## src/rtl/pcie_hcmd_nlb_sched_if.sv

```systemverilog
// Requester, NLB-table and status signals of the NLB decrement scheduler.
// The scheduler binds to the slave modport; the environment drives through master.
interface pcie_hcmd_nlb_sched_if #(
  parameter int P_SLOT_TAG_WIDTH = 10,
  parameter int P_DATA_WIDTH     = 19
);
  logic                        req0_valid;
  logic [P_SLOT_TAG_WIDTH-1:0] req0_slot_tag;
  logic [P_DATA_WIDTH-1:0]     req0_dec;
  logic                        req0_ack;
  logic                        req1_valid;
  logic [P_SLOT_TAG_WIDTH-1:0] req1_slot_tag;
  logic [P_DATA_WIDTH-1:0]     req1_dec;
  logic                        req1_ack;
  logic [P_SLOT_TAG_WIDTH-1:0] nlb_rd_addr;
  logic [P_DATA_WIDTH-1:0]     nlb_rd_data;
  logic                        nlb_wr_en;
  logic [P_SLOT_TAG_WIDTH-1:0] nlb_wr_addr;
  logic [P_DATA_WIDTH-1:0]     nlb_wr_data;
  logic                        nlb_wr_rdy_n;
  logic                        cmpl_valid;
  logic [P_SLOT_TAG_WIDTH-1:0] cmpl_slot_tag;
  logic                        underflow_err;

  modport slave (
    input  req0_valid, req0_slot_tag, req0_dec,
    output req0_ack,
    input  req1_valid, req1_slot_tag, req1_dec,
    output req1_ack,
    output nlb_rd_addr,
    input  nlb_rd_data,
    output nlb_wr_en, nlb_wr_addr, nlb_wr_data,
    input  nlb_wr_rdy_n,
    output cmpl_valid, cmpl_slot_tag, underflow_err
  );

  modport master (
    output req0_valid, req0_slot_tag, req0_dec,
    input  req0_ack,
    output req1_valid, req1_slot_tag, req1_dec,
    input  req1_ack,
    input  nlb_rd_addr,
    output nlb_rd_data,
    input  nlb_wr_en, nlb_wr_addr, nlb_wr_data,
    output nlb_wr_rdy_n,
    input  cmpl_valid, cmpl_slot_tag, underflow_err
  );
endinterface

```

## src/rtl/pcie_hcmd_nlb_sched.sv

```systemverilog
// Two-requester round-robin scheduler performing one read-modify-write
// decrement of the NLB table at a time, with zero-reach and underflow status.
module pcie_hcmd_nlb_sched #(
  parameter int P_SLOT_TAG_WIDTH = 10,
  parameter int P_DATA_WIDTH     = 19
) (
  input logic                   clk,
  input logic                   rst,
  pcie_hcmd_nlb_sched_if.slave  bus
);
  typedef enum logic [2:0] {S_IDLE, S_RD, S_CALC, S_WR, S_WAIT} state_t;

  state_t                      state_q, state_d;
  logic                        gnt_q, gnt_d;
  logic                        pref1_q, pref1_d;
  logic [P_SLOT_TAG_WIDTH-1:0] tag_q, tag_d;
  logic [P_DATA_WIDTH-1:0]     dec_q, dec_d;
  logic [P_DATA_WIDTH-1:0]     res_q, res_d;
  logic                        uf_q, uf_d;
  logic                        wr_en_q, wr_en_d;
  logic                        ack0_q, ack0_d;
  logic                        ack1_q, ack1_d;
  logic                        cmpl_q, cmpl_d;
  logic                        uf_err_q, uf_err_d;
  logic [P_SLOT_TAG_WIDTH-1:0] wr_addr_q, wr_addr_d;
  logic [P_DATA_WIDTH-1:0]     wr_data_q, wr_data_d;
  logic [P_SLOT_TAG_WIDTH-1:0] cmpl_tag_q, cmpl_tag_d;
  logic                        pick1;

  always_comb begin
    state_d    = state_q;
    gnt_d      = gnt_q;
    pref1_d    = pref1_q;
    tag_d      = tag_q;
    dec_d      = dec_q;
    res_d      = res_q;
    uf_d       = uf_q;
    wr_en_d    = 1'b0;
    ack0_d     = 1'b0;
    ack1_d     = 1'b0;
    cmpl_d     = 1'b0;
    uf_err_d   = 1'b0;
    wr_addr_d  = wr_addr_q;
    wr_data_d  = wr_data_q;
    cmpl_tag_d = cmpl_tag_q;
    pick1      = 1'b0;
    unique case (state_q)
      S_IDLE: begin
        if (bus.req0_valid || bus.req1_valid) begin
          // pref1_q only matters on a tie; a lone requester always wins
          pick1   = bus.req1_valid && (!bus.req0_valid || pref1_q);
          gnt_d   = pick1;
          pref1_d = !pick1;
          tag_d   = pick1 ? bus.req1_slot_tag : bus.req0_slot_tag;
          dec_d   = pick1 ? bus.req1_dec : bus.req0_dec;
          state_d = S_RD;
        end
      end
      S_RD: state_d = S_CALC;
      S_CALC: begin
        if (dec_q > bus.nlb_rd_data) begin
          res_d = '0;
          uf_d  = 1'b1;
        end else begin
          res_d = bus.nlb_rd_data - dec_q;
          uf_d  = 1'b0;
        end
        state_d = S_WR;
      end
      S_WR: begin
        if (!bus.nlb_wr_rdy_n) begin
          wr_en_d   = 1'b1;
          wr_addr_d = tag_q;
          wr_data_d = res_q;
          ack0_d    = !gnt_q;
          ack1_d    = gnt_q;
          uf_err_d  = uf_q;
          if (res_q == '0) begin
            cmpl_d     = 1'b1;
            cmpl_tag_d = tag_q;
          end
          state_d = S_WAIT;
        end
      end
      S_WAIT: if (!bus.nlb_wr_rdy_n) state_d = S_IDLE;
      default: state_d = S_IDLE;
    endcase
  end

  always_ff @(posedge clk) begin
    if (rst) begin
      state_q    <= S_IDLE;
      gnt_q      <= 1'b0;
      pref1_q    <= 1'b0;
      tag_q      <= '0;
      dec_q      <= '0;
      res_q      <= '0;
      uf_q       <= 1'b0;
      wr_en_q    <= 1'b0;
      ack0_q     <= 1'b0;
      ack1_q     <= 1'b0;
      cmpl_q     <= 1'b0;
      uf_err_q   <= 1'b0;
      wr_addr_q  <= '0;
      wr_data_q  <= '0;
      cmpl_tag_q <= '0;
    end else begin
      state_q    <= state_d;
      gnt_q      <= gnt_d;
      pref1_q    <= pref1_d;
      tag_q      <= tag_d;
      dec_q      <= dec_d;
      res_q      <= res_d;
      uf_q       <= uf_d;
      wr_en_q    <= wr_en_d;
      ack0_q     <= ack0_d;
      ack1_q     <= ack1_d;
      cmpl_q     <= cmpl_d;
      uf_err_q   <= uf_err_d;
      wr_addr_q  <= wr_addr_d;
      wr_data_q  <= wr_data_d;
      cmpl_tag_q <= cmpl_tag_d;
    end
  end

  assign bus.nlb_rd_addr   = tag_q;
  assign bus.nlb_wr_en     = wr_en_q;
  assign bus.nlb_wr_addr   = wr_addr_q;
  assign bus.nlb_wr_data   = wr_data_q;
  assign bus.req0_ack      = ack0_q;
  assign bus.req1_ack      = ack1_q;
  assign bus.cmpl_valid    = cmpl_q;
  assign bus.cmpl_slot_tag = cmpl_tag_q;
  assign bus.underflow_err = uf_err_q;
endmodule

```

## src/flat_wrapper.sv

```systemverilog
// flat-port wrapper written by rule: the top's interface ports become plain ports
module pcie_hcmd_nlb_sched_flat 
#(
  parameter int P_SLOT_TAG_WIDTH = 10,
  parameter int P_DATA_WIDTH     = 19
)
  (clk, rst, bus_req0_valid, bus_req0_slot_tag, bus_req0_dec, bus_req0_ack, bus_req1_valid, bus_req1_slot_tag, bus_req1_dec, bus_req1_ack, bus_nlb_rd_addr, bus_nlb_rd_data, bus_nlb_wr_en, bus_nlb_wr_addr, bus_nlb_wr_data, bus_nlb_wr_rdy_n, bus_cmpl_valid, bus_cmpl_slot_tag, bus_underflow_err);
  pcie_hcmd_nlb_sched_if #(.P_SLOT_TAG_WIDTH(P_SLOT_TAG_WIDTH), .P_DATA_WIDTH(P_DATA_WIDTH)) bus_i ();
  input logic clk;
  input logic rst;
  input wire logic [$bits(bus_i.req0_valid)-1:0] bus_req0_valid;
  input wire logic [$bits(bus_i.req0_slot_tag)-1:0] bus_req0_slot_tag;
  input wire logic [$bits(bus_i.req0_dec)-1:0] bus_req0_dec;
  output wire logic [$bits(bus_i.req0_ack)-1:0] bus_req0_ack;
  input wire logic [$bits(bus_i.req1_valid)-1:0] bus_req1_valid;
  input wire logic [$bits(bus_i.req1_slot_tag)-1:0] bus_req1_slot_tag;
  input wire logic [$bits(bus_i.req1_dec)-1:0] bus_req1_dec;
  output wire logic [$bits(bus_i.req1_ack)-1:0] bus_req1_ack;
  output wire logic [$bits(bus_i.nlb_rd_addr)-1:0] bus_nlb_rd_addr;
  input wire logic [$bits(bus_i.nlb_rd_data)-1:0] bus_nlb_rd_data;
  output wire logic [$bits(bus_i.nlb_wr_en)-1:0] bus_nlb_wr_en;
  output wire logic [$bits(bus_i.nlb_wr_addr)-1:0] bus_nlb_wr_addr;
  output wire logic [$bits(bus_i.nlb_wr_data)-1:0] bus_nlb_wr_data;
  input wire logic [$bits(bus_i.nlb_wr_rdy_n)-1:0] bus_nlb_wr_rdy_n;
  output wire logic [$bits(bus_i.cmpl_valid)-1:0] bus_cmpl_valid;
  output wire logic [$bits(bus_i.cmpl_slot_tag)-1:0] bus_cmpl_slot_tag;
  output wire logic [$bits(bus_i.underflow_err)-1:0] bus_underflow_err;
  assign bus_i.req0_valid = bus_req0_valid;
  assign bus_i.req0_slot_tag = bus_req0_slot_tag;
  assign bus_i.req0_dec = bus_req0_dec;
  assign bus_req0_ack = bus_i.req0_ack;
  assign bus_i.req1_valid = bus_req1_valid;
  assign bus_i.req1_slot_tag = bus_req1_slot_tag;
  assign bus_i.req1_dec = bus_req1_dec;
  assign bus_req1_ack = bus_i.req1_ack;
  assign bus_nlb_rd_addr = bus_i.nlb_rd_addr;
  assign bus_i.nlb_rd_data = bus_nlb_rd_data;
  assign bus_nlb_wr_en = bus_i.nlb_wr_en;
  assign bus_nlb_wr_addr = bus_i.nlb_wr_addr;
  assign bus_nlb_wr_data = bus_i.nlb_wr_data;
  assign bus_i.nlb_wr_rdy_n = bus_nlb_wr_rdy_n;
  assign bus_cmpl_valid = bus_i.cmpl_valid;
  assign bus_cmpl_slot_tag = bus_i.cmpl_slot_tag;
  assign bus_underflow_err = bus_i.underflow_err;
  pcie_hcmd_nlb_sched #(.P_SLOT_TAG_WIDTH(P_SLOT_TAG_WIDTH), .P_DATA_WIDTH(P_DATA_WIDTH)) u_core (.clk(clk), .rst(rst), .bus(bus_i));
endmodule
```

## config.mk

```make
export PLATFORM = sky130hd
export DESIGN_NAME = pcie_hcmd_nlb_sched_flat
export DESIGN_NICKNAME = d
export VERILOG_FILES = /design/src/rtl/pcie_hcmd_nlb_sched_if.sv /design/src/rtl/pcie_hcmd_nlb_sched.sv /design/src/flat_wrapper.sv
export SDC_FILE = /design/constraint.sdc
export NUM_CORES = 1
export LEC_CHECK = 0
export CORE_AREA = 10 10 82 137
export DETAILED_ROUTE_END_ITERATION = 10
export DIE_AREA = 0 0 92 147
export PLACE_DENSITY = 0.84
export SLEW_MARGIN = 40
export SYNTH_ARGS = -nofsm -noshare
export SYNTH_HDL_FRONTEND = slang
export SYNTH_SLANG_ARGS = --single-unit
```

## constraint.sdc

```tcl
create_clock -name clk -period 6.5 [get_ports clk]
set_input_delay 0.975 -clock clk [delete_from_list [all_inputs] [get_ports clk]]
set_output_delay 0.975 -clock clk [all_outputs]
set_load 0.1 [all_outputs]
```

# Word level (Yosys, flattened, before mapping)
# Index checks and enable logic that the tools add are counted.
# W data, S select, Z words.
# op_classes
add_sub_neg	1
magnitude_cmp	1
n_eq_ne	7
muxes	10
bitwise_logic	2
n_reduce_logical	14
# op_table
cell	n
$mux W19	2
$gt A19 B19 Y1	1
$logic_not A19 Y1	1
$sub A19 B19 Y19	1
$pmux W3 S5	1
$mux W10	1
$mux W3	3
$eq A3 B2 Y1 const B	2
$reduce_and A3 Y1	2
$ne A2 B2 Y1 const B	2
$reduce_and A2 Y1	2
$eq A3 B1 Y1 const B	1
$eq A3 B3 Y1 const B	1
$logic_not A1 Y1	3
$logic_not A3 Y1	1
$mux W1	3
$reduce_or A3 Y1	1
$logic_or A1 B1 Y1	2
$ne A2 B1 Y1 const B	1
$not A1 Y1	2
$reduce_or A2 Y1	1
$logic_and A1 B1 Y1	1
# word_totals
regBits	98
in_bits	82
output_inout_bits	54
elab_cells	50

# Logic depth before layout (Yosys ltp)
# depth
ltp_word	4
depth_mapped	11
depth_no_buf	10

# Least setup slack after synthesis
# No wires, ideal clock.
# synth_path
kind	input -> register
start	input port bus_nlb_rd_data[10]
end	register u_core.res_q[10]
setup_time_ns	0.128
arrival_ns	2.761
required_time_ns	6.372
path_slack_ns	3.612
stages	10
n_path_buf	2
cell_sequence	ha_1 -> clkbuf_1 -> nand4_1 -> o22ai_1 -> a211o_1 -> o2111a_1 -> nor2_2 -> buf_2 -> a2bb2oi_1 -> nor2_1
# synth_via
elab_chain_cells	2
elab_cells_between_ends	3
classes_between	add/sub: 1; order compare: 1; mux: 1
# synth_rtl
element	line_no	source
start: declaration	flat_wrapper.sv:20	input wire logic [$bits(bus_i.nlb_rd_data)-1:0] bus_nlb_rd_data;
$sub A19 B19 Y19 or $gt A19 B19 Y1 (tied branches)	pcie_hcmd_nlb_sched.sv:65, pcie_hcmd_nlb_sched.sv:61	
$mux W19 *	pcie_hcmd_nlb_sched.sv:61	if (dec_q > bus.nlb_rd_data) begin
end signal: assignment	pcie_hcmd_nlb_sched.sv:113	res_q <= res_d;
end: declaration	pcie_hcmd_nlb_sched.sv:18	logic [P_DATA_WIDTH-1:0] res_q, res_d;
# Mark *: on every way between the ends. The rest lies on a longest branch, timed or not.
# A chain may end at the register's enable or synchronous reset.

# Worst setup path after layout
# layout_path
start	input port bus_nlb_rd_data[7]
end	register u_core.res_q[14]
# The elaborated chain is that of the path after synthesis.

==> flow_metrics.env <==
export IMPL_outcome="finished clean"
export IMPL_pwr_share_seq_pct=39.8
export IMPL_vias=4386
export IMPL_yosysMostFrequentCell="dfxtp_1"
export IMPL_post_synth_top_area_fraction_pct=44.1
export IMPL_switching_share_pct=30.6
export IMPL_yosysWarnings=0
export IMPL_cp_arrival_ps=3560
export IMPL_fp_row_count=46
export IMPL_antenna_cells=0
export IMPL_grt_ovfl_total=0
export IMPL_grt_max_degree=55
export IMPL_drt_pass1_iter_count=5
export IMPL_pin_count=136
export IMPL_ant_nets=0
export IMPL_drtIter0Drc=287
export IMPL_critPathLaunchType="input port"
export IMPL_relSlewSlack_pct=49.6
export IMPL_min_period_ps=3330
export IMPL_dp_hpwl_um=10100
export IMPL_die_area_um2=13500
export IMPL_grt_util_all_layers_pct=19.3
export IMPL_skew_ps=6.71
export IMPL_holdBufCountCts=0
export IMPL_ys_ff_latch=98
export IMPL_setup_viol=0
export IMPL_clockBufferDepth=2
export IMPL_rsz0062_at_grt="false"
export IMPL_htreeDepth=3
export IMPL_layout_drive_gt1_share_pct=13.1
export IMPL_finalCritPeriodShare_pct=51.3
export IMPL_wl_per_cell_um=17.3
export IMPL_synth_top_cell_by_area="dfxtp_1"
export IMPL_p_leak_nw=2.41
export IMPL_routed_wl_um=13300
export IMPL_io_buffers=135
export IMPL_p_int_w=0.00117
export IMPL_place_congestion=0.865
export IMPL_remaining_drc_errors=0
export IMPL_cts_setup_buffers=0
export IMPL_postCtsResizedCells=0
export IMPL_power_density_nw_per_um2=283
export IMPL_synth_xor_area_share_pct=2.76
export IMPL_die_h_um=147
export IMPL_grt_pass1_wl_um=21700
export IMPL_setup_worst_path_end_class="register"
export IMPL_syn_inst=524
export IMPL_cap_viol_max_count=0
export IMPL_worst_ep_required_time_ps=6730
export IMPL_yosys_top_cells_area="dfxtp_1, a222oi_1, nand2_1"
export IMPL_start_util_pct=49.6
export IMPL_vdd_drop_max_mv=0.161
export IMPL_synth_cell_types=46
export IMPL_critPathMaxFanout=16
export IMPL_synth_async_reset_ratio_pct=0
export IMPL_synth_nets=626
export IMPL_avgViaCountPerCell=5.71
export IMPL_combPwrFrac_pct=25.6
export IMPL_synthAdderAreaFrac_pct=5.79
export IMPL_r2r_slack_ps=3840
export IMPL_final_core_util_pct=66.1
export IMPL_cts_sinks=98
export IMPL_ys_seq_area_share_pct=44.1
export IMPL_crit_slowest_cell="nor2_2"
export IMPL_worst_slew_pin_slew_ps=755
export IMPL_synth_edff_count=0
export IMPL_nets=745
export IMPL_synth_compound_area_share_pct=22.8
export IMPL_antenna_found_initial=0
export IMPL_cpPeakStageDelay_ps=470
export IMPL_cts_tree="yes"
export IMPL_reg2reg_depth=9
export IMPL_cts_root_buf="clkbuf_16"
export IMPL_yosys_mux_area_fraction_pct=2.25
export IMPL_slew_viol_final=0
export IMPL_cts_made_buffers=9
export IMPL_fillerInstances=756
export IMPL_area_growth_pct=33.4
export IMPL_yosys_most_used_dff="dfxtp_1"
export IMPL_worstPathCellList="clkdlybuf4s50_1 -> ha_1 -> nand4_1 -> o22ai_1 -> a211o_1 -> o2111a_1 -> nor2_2 -> nor2_1 -> a32o_1"
export IMPL_fp_dieW_um=92
export IMPL_clk_insertion_delay_late_ps=350
export IMPL_clkSlewWorstSetupHoldPaths_ps=60
export IMPL_synth_top_family_by_area="compound AO/OA/AOI/OAI gates"
export IMPL_coreArea_um2=8980
export IMPL_hold_path_cell_count=2
export IMPL_cp_depth=9
export IMPL_clockPowerShare_pct=34.6
export IMPL_synth_common_cells="dfxtp_1, nand2_1, nor2_1, a21oi_1, clkbuf_1"
export IMPL_critPathKind="in -> reg"
export IMPL_tns_ps=0
export IMPL_synth_area_um2=4450
export IMPL_grt_pass1_vias=4399
export IMPL_synthSimpleGateAreaFrac_pct=17.6
export IMPL_hold_viol=0
export IMPL_syn_area_per_cell_um2=8.49
export IMPL_p_sw_w=0.000513
export IMPL_path_buf_inv=1
export IMPL_hold_path_class="reg -> reg"
export IMPL_fmax_ghz=0.300
export IMPL_cpLargestDelayFamily="compound AO/OA/AOI/OAI gates"
## registers in the layout (all words and copies together), names as in the netlist, 3 cells and up
register and flops:
u_core.bus.nlb_wr_addr 10, u_core.bus.nlb_rd_addr 10, u_core.bus.cmpl_slot_tag 10, u_core.state_q 3, u_core.res_q 19, u_core.dec_q 19
u_core.bus.nlb_wr_data 19
## tightest hold or removal path: cells and delay by family (launching register included)
family           cells  cell delay [ps]
AO/OA/AOI/OAI        1               50
flip-flops           1              310
AND/OR/NAND/NOR      1               50
## per-stage QoR
step / setup slack [ps] / hold WS (ps) / power (W) / instances / instance area, um^2
after floorplan: 3610 / 417 / 0.000979 / 524 / 4450
after global placement: 2930 / 443 / 0.00110 / 752 / 5880
after detailed placement: 2850 / 445 / 0.00110 / 752 / 5610
after CTS: 3200 / 454 / 0.00168 / 768 / 5940
after global routing: 2980 / 472 / 0.00175 / 768 / 5940
final: 3170 / 451 / 0.00168 / 768 / 5940
## path summary, 6_finish.rpt
kind / to / from
max: u_core.res_q[14] / bus_nlb_rd_data[7]
min reg2reg: u_core.bus.nlb_wr_data[3] / u_core.bus.nlb_wr_data[3]
min: u_core.bus.nlb_wr_data[3] / u_core.bus.nlb_wr_data[3]
max reg2reg: u_core.res_q[14] / u_core.dec_q[6]
## power by group through the flow
stage	combinational, W	sequential, W	clock, W
finish	0.000430	0.000667	0.000581
global placement	0.000421	0.000679	0
CTS	0.000428	0.000667	0.000585
global route	0.000469	0.000672	0.000611
floorplan	0.000244	0.000734	0
detailed placement	0.000424	0.000681	0
## routing by layer
| layer | share of wire [%] | GRT usage [%] | wire length [um] |
|---|---|---|---|
| met4 | 3.4 | 10.0 | 459 |
| met1 | 39 | 20.7 | 5150 |
| met5 | 0 | 0 | 0 |
| met2 | 53 | 34.1 | 6990 |
| met3 | 5.4 | 4.13 | 714 |
## area by class of cell
| cell class | instances | area, um^2 | area share (%) |
|---|---|---|---|
| inverter | 24 | 90.1 | 1.52 |
| clock inverter | 5 | 86.3 | 1.45 |
| timing repair buffer | 140 | 1110 | 18.8 |
| tap | 120 | 150 | 2.53 |
| multi-input combinational | 370 | 2290 | 38.6 |
| sequential | 98 | 1960 | 33.0 |
| clock buffer | 11 | 243 | 4.09 |
## cell usage in the layout, fill, tap and decap left out, types with 4 or more instances in the layout
| master | count |
|---|---|
| a32o_1 | 4 |
| clkdlybuf4s50_1 | 80 |
| nand3_1 | 6 |
| nor2_1 | 64 |
| dfxtp_1 | 98 |
| inv_1 | 24 |
| mux2i_1 | 10 |
| nand2b_1 | 4 |
| a21oi_1 | 54 |
| xnor2_1 | 4 |
| a21o_1 | 7 |
| nor4_1 | 5 |
| a222oi_1 | 29 |
| o21ai_0 | 12 |
| ha_1 | 19 |
| xor2_1 | 10 |
| nor3_1 | 9 |
| a2bb2oi_1 | 12 |
| buf_4 | 5 |
| nand2_1 | 76 |
| clkbuf_16 | 9 |
| buf_2 | 55 |
## kinds of logic (layout without fill, tap and decap cells)
group,count (synthesis),after routing
simple gates,183,183
compound gates,143,143
flops,98,98
buf+inv,56,180
fa+ha+maj,20,20
xor+xnor,14,14
mux,10,10
No activity file was read; power rests on OpenSTA's default activity.
